File: src/rtl/demux14_pkg.sv
// Shared constants and lane state type for the 1-to-4 stream demultiplexer.
package demux14_pkg;

   localparam int NUM_LANES = 4;
   localparam int SEL_W     = 2;

   localparam logic [SEL_W-1:0] LANE_A = 2'd0;
   localparam logic [SEL_W-1:0] LANE_B = 2'd1;
   localparam logic [SEL_W-1:0] LANE_C = 2'd2;
   localparam logic [SEL_W-1:0] LANE_D = 2'd3;

   typedef enum logic {
      EMPTY = 1'b0,
      FULL  = 1'b1
   } laneStateT;

endpackage

File: src/rtl/demux14_lane.sv
// One single-entry output lane: EMPTY/FULL state, data register and, with
// DEMUX14_COUNT_EN defined, a wrapping count of words loaded into the lane.
module demux14_lane
   import demux14_pkg::*;
#(
   parameter int DATA_W = 2,
   parameter int CNT_W  = 8
) (
   input  logic              clk,
   input  logic              reset,
   input  logic              load,
   input  logic [DATA_W-1:0] loadData,
   input  logic              drainReady,
   output laneStateT         laneState,
   output logic [DATA_W-1:0] laneData
`ifdef DEMUX14_COUNT_EN
   ,
   output logic [CNT_W-1:0]  xferCount
`endif
);

   laneStateT stateNext;

   always_ff @(posedge clk or posedge reset) begin
      if (reset) begin
         laneState <= EMPTY;
      end else begin
         laneState <= stateNext;
      end
   end

   // A load in the same cycle as a drain keeps the lane FULL with no bubble.
   always_comb begin
      stateNext = laneState;
      case (laneState)
         EMPTY: if (load) stateNext = FULL;
         FULL:  if (drainReady && !load) stateNext = EMPTY;
      endcase
   end

   always_ff @(posedge clk or posedge reset) begin
      if (reset) begin
         laneData <= '0;
      end else if (load) begin
         laneData <= loadData;
      end
   end

`ifdef DEMUX14_COUNT_EN
   always_ff @(posedge clk or posedge reset) begin
      if (reset) begin
         xferCount <= '0;
      end else if (load) begin
         xferCount <= xferCount + CNT_W'(1);
      end
   end
`endif

endmodule

File: src/rtl/demux14_stream.sv
// 1-to-4 valid/ready stream demultiplexer with one single-entry buffer per lane.
// Optional per-lane accept counters are compiled in with DEMUX14_COUNT_EN.
module demux14_stream
   import demux14_pkg::*;
#(
   parameter int DATA_W = 2,
   parameter int CNT_W  = 8
) (
   input  logic                        clk,
   input  logic                        reset,
   input  logic                        in_valid,
   output logic                        in_ready,
   input  logic [DATA_W-1:0]           in_data,
   input  logic [SEL_W-1:0]            in_sel,
   output logic [NUM_LANES-1:0]        out_valid,
   input  logic [NUM_LANES-1:0]        out_ready,
   output logic [NUM_LANES*DATA_W-1:0] out_data
`ifdef DEMUX14_COUNT_EN
   ,
   output logic [NUM_LANES*CNT_W-1:0]  xfer_count
`endif
);

   // Handshake: a word moves on a rising edge only when valid and ready are both
   // high in the preceding cycle; valid never waits on ready, and a lane holds
   // its valid and data stable until its consumer raises ready.

   if (CNT_W < 1) begin : gBadCntW
      $error("CNT_W must be at least 1");
   end

   laneStateT             laneState [NUM_LANES];
   logic [NUM_LANES-1:0]  laneFull;
   logic [NUM_LANES-1:0]  laneLoad;
   logic                  accept;

   // A full lane can still take a word if its consumer drains it this cycle.
   assign in_ready  = ~laneFull[in_sel] | out_ready[in_sel];
   assign accept    = in_valid & in_ready;
   assign out_valid = laneFull;

   for (genvar i = 0; i < NUM_LANES; i++) begin : gLane
      assign laneLoad[i] = accept && (in_sel == SEL_W'(i));
      assign laneFull[i] = (laneState[i] == FULL);

      demux14_lane #(
         .DATA_W (DATA_W),
         .CNT_W  (CNT_W)
      ) uLane (
         .clk        (clk),
         .reset      (reset),
         .load       (laneLoad[i]),
         .loadData   (in_data),
         .drainReady (out_ready[i]),
         .laneState  (laneState[i]),
         .laneData   (out_data[i*DATA_W +: DATA_W])
`ifdef DEMUX14_COUNT_EN
         ,
         .xferCount  (xfer_count[i*CNT_W +: CNT_W])
`endif
      );
   end

endmodule

File: config.mk
export PLATFORM = sky130hd
export DESIGN_NAME = demux14_stream
export DESIGN_NICKNAME = d
export VERILOG_FILES = /design/src/rtl/demux14_pkg.sv /design/src/rtl/demux14_lane.sv /design/src/rtl/demux14_stream.sv
export SDC_FILE = /design/constraint.sdc
export NUM_CORES = 1
export LEC_CHECK = 0
export ABC_AREA = 1
export CORE_MARGIN = 2
export CORE_UTILIZATION = 45
export DETAILED_ROUTE_END_ITERATION = 8
export PLACE_DENSITY = 0.82
export RECOVER_POWER = 50
export SYNTH_ARGS = -nofsm -noshare
export SYNTH_HDL_FRONTEND = slang
export SYNTH_SLANG_ARGS = --single-unit
File: constraint.sdc
create_clock -name clk -period 2.28 [get_ports clk]
set_input_delay 0.342 -clock clk [delete_from_list [all_inputs] [get_ports clk]]
set_output_delay 0.342 -clock clk [all_outputs]
set_load 0.01 [all_outputs]
==> impl_metrics.yaml <==
die:
  ios: 24
  fp.dieH_um: 41.5
  fp.coreArea_um2: 1300
  fp-row-count: 13
  dieArea_um2: 1720
  initial_core_util: 0.487
  die-width_um: 41.5
worst_setup_path:
  arrival_ns: 1.72
  cpPeakStageDelay_ns: 0.56
  cp_slowest_cell: "dlygate4sd3_1"
  cp_cell_sequence: "dlygate4sd3_1 -> nand3_1 -> nand2_1 -> nor2_1 -> nand2_2 -> clkdlybuf4s50_1"
  crit_type: "primary input to output port"
  crit_path_start_kind: "primary input"
  critPathCaptureType: "output port"
  cp.required_ns: 1.94
  path_max_fanout: 2
finish:
  final_nets: 114
  multi_input_comb_area_um2: 238
  final_common_cell: "nand2_1"
  num_antenna_cells: 0
  fill_cells: 122
  final_area_um2: 870
  final_cell_mix: "nand2_1 (29), clkdlybuf4s50_1 (19), dfrtp_1 (12)"
  regArea_um2: 300
  final_layout_size_suffix_gt1_frac: 0.0784
  area_growth_pct: 37.4
timing:
  rsz0062_at_grt: "false"
  finalCriticalPeriod_ns: 2.06
  period_share: 0.906
  fmax_mhz: 484
  fin_skew_ns: 0.00754
  setup_viol: 0
  setup-tns-final_ns: 0
  report.final.slew_viol_count: 0
  slew_headroom: 0.702
  hold_viol_final: 0
  tightest_slew_ns: 0.447
clock_tree:
  cts_root_buf: "clkbuf_4"
  cts_tree: "done"
  cts_max_path_buffers: 2
  cts_sinks: 12
  cts_buffers: 3
  h-tree-depth: 1
  clkLatencyLatePin_ns: 0.27
  clk_pin_slew_worst_paths_ns: 0.07
power_and_ir_drop:
  cellPowerDensity_nw_per_um2: 705
  leakagePower_nw: 0.448
  switchingPower_uw: 172
  p_int_uw: 441
  swShare: 0.280
  seqPwrFrac: 0.437
  power_frac_comb: 0.291
  clkPwrFrac: 0.272
  peakVddDrop_mv: 0.524
status:
  outcome: "complete, no violations"
global_routing:
  grt_pass1_wl_mm: 2.26
  first_global_vias: 511
  antenna_found_initial: 0
  grt_overflow_total: 0
  grt_use_total: 0.175
  grt_max_degree: 13
drt:
  dr.pass1.iters: 4
  viasPerCell: 5.21
  post-route-drc-count: 0
  wirelength_mm: 1.37
  ant_nets: 0
  via_count: 609
  wire_per_inst_um: 11.7
  first_iter_violations: 26
yosys:
  netlist_instances: 80
  synth_warnings: 0
  yosysSeqAreaShare: 0.474
  synth_area_per_cell_um2: 7.91
  synth_seq_cells: 12
  syn_nets: 91
  syn-cell-area_um2: 633
  synth_cell_types: 15
worst_hold_path:
  hold_class: "flop to flop"
place:
  dp_hpwl_mm: 1.02
  finalWeightedCongestion: 0.775
  numPortBuffers: 23
  dpl_cell_area_um2: 840
flow_run:
  cap_violations: 0
-- through the flow --
stage	hold WS, ns	setup WS (ns)	cells	utilization	total power, mW
after floorplan	0.207	0.978	80	-	0.357
after global placement	0.456	0.0760	113	0.645	0.450
after detailed placement	0.462	0.0327	113	0.645	0.453
after CTS	0.377	0.0192	117	0.673	0.622
after global routing	0.500	0.119	117	0.668	0.645
final	0.477	0.215	117	0.668	0.613
-- final timing paths --
| kind | startpoint | end | slack [ns] | cells past startpoint |
|---|---|---|---|---|
| min in group asynchronous | reset | gLane[1].uLane.laneData[1]$_DFFE_PP0P_ | 0.50 | 2 |
| setup reg to reg | gLane[3].uLane.laneState$_DFF_PP0_ | gLane[2].uLane.laneData[1]$_DFFE_PP0P_ | 0.71 | 9 |
| max in group asynchronous | reset | gLane[2].uLane.laneState$_DFF_PP0_ | 1.47 | 2 |
| hold reg to reg | gLane[2].uLane.laneData[0]$_DFFE_PP0P_ | gLane[2].uLane.laneData[0]$_DFFE_PP0P_ | 0.48 | 2 |
| hold / removal | gLane[2].uLane.laneData[0]$_DFFE_PP0P_ | gLane[2].uLane.laneData[0]$_DFFE_PP0P_ | 0.48 | 2 |
| setup / recovery | out_ready[1] | in_ready | 0.22 | 6 |
-- layout make-up --
| type | instances | share of cell area |
|---|---|---|
| flip-flops and latches | 12 | 0.345 |
| repair buffers | 25 | 0.283 |
| multi-input cells | 53 | 0.273 |
| clock buffers | 4 | 0.0417 |
| inverters | 8 | 0.0345 |
| well taps | 15 | 0.0216 |
-- Yosys cell counts (all sizes together) --
| cell type | instances | area share |
|---|---|---|
| o21ai | 4 | 0.032 |
| nor2 | 4 | 0.032 |
| buf | 7 | 0.091 |
| nand4 | 8 | 0.079 |
| nand2 | 30 | 0.18 |
| nand3 | 7 | 0.063 |
| dfrtp | 12 | 0.47 |
| inv | 8 | 0.047 |
-- power by group through the flow --
stage          Combinational, mW  Sequential (mW)  Clock, mW
6_report                   0.179            0.268      0.167
5_1_grt                    0.196            0.271      0.178
3_3_place_gp               0.180            0.270          0
3_5_place_dp               0.181            0.271          0
4_1_cts                    0.184            0.268      0.170
2_1_floorplan             0.0738            0.284          0
-- critical path: cells and delay by family --
family / cells / cell delay (ns)
buffers and inverters: 2 / 1.05
and+or+nand+nor: 4 / 0.33
-- kinds of logic (layout without fill, tap and decap cells) --
logic type | after synthesis | in the layout | share of synthesized area
and+or+nand+nor | 49 | 49 | 0.356
buffers and inverters | 15 | 37 | 0.138
DFF | 12 | 12 | 0.474
AOI/OAI and AO/OA | 4 | 4 | 0.0316
-- metal layers --
| layer | global-route usage | part of all wire |
|---|---|---|
| met1 | 0.230 | 0.47 |
| met2 | 0.250 | 0.44 |
| met3 | 0.0609 | 0.084 |
| met4 | 0.0968 | 0.0051 |
| met5 | 0 | 0 |
-- registers in the layout, summed over array words and instances, names as in the netlist --
name	count
gLane.uLane.laneState	4
gLane.uLane.laneData	8
-- repair_timing --
item / 4_1_cts / 5_1_grt
setup buffers: 0 / 0
hold buffers: 0 / 0
endpoints found under the hold margin: 0 / 0
gates resized for setup: 0 / 2
endpoints found under the setup margin: 0 / 1
No activity file was read; power rests on OpenSTA's default activity.
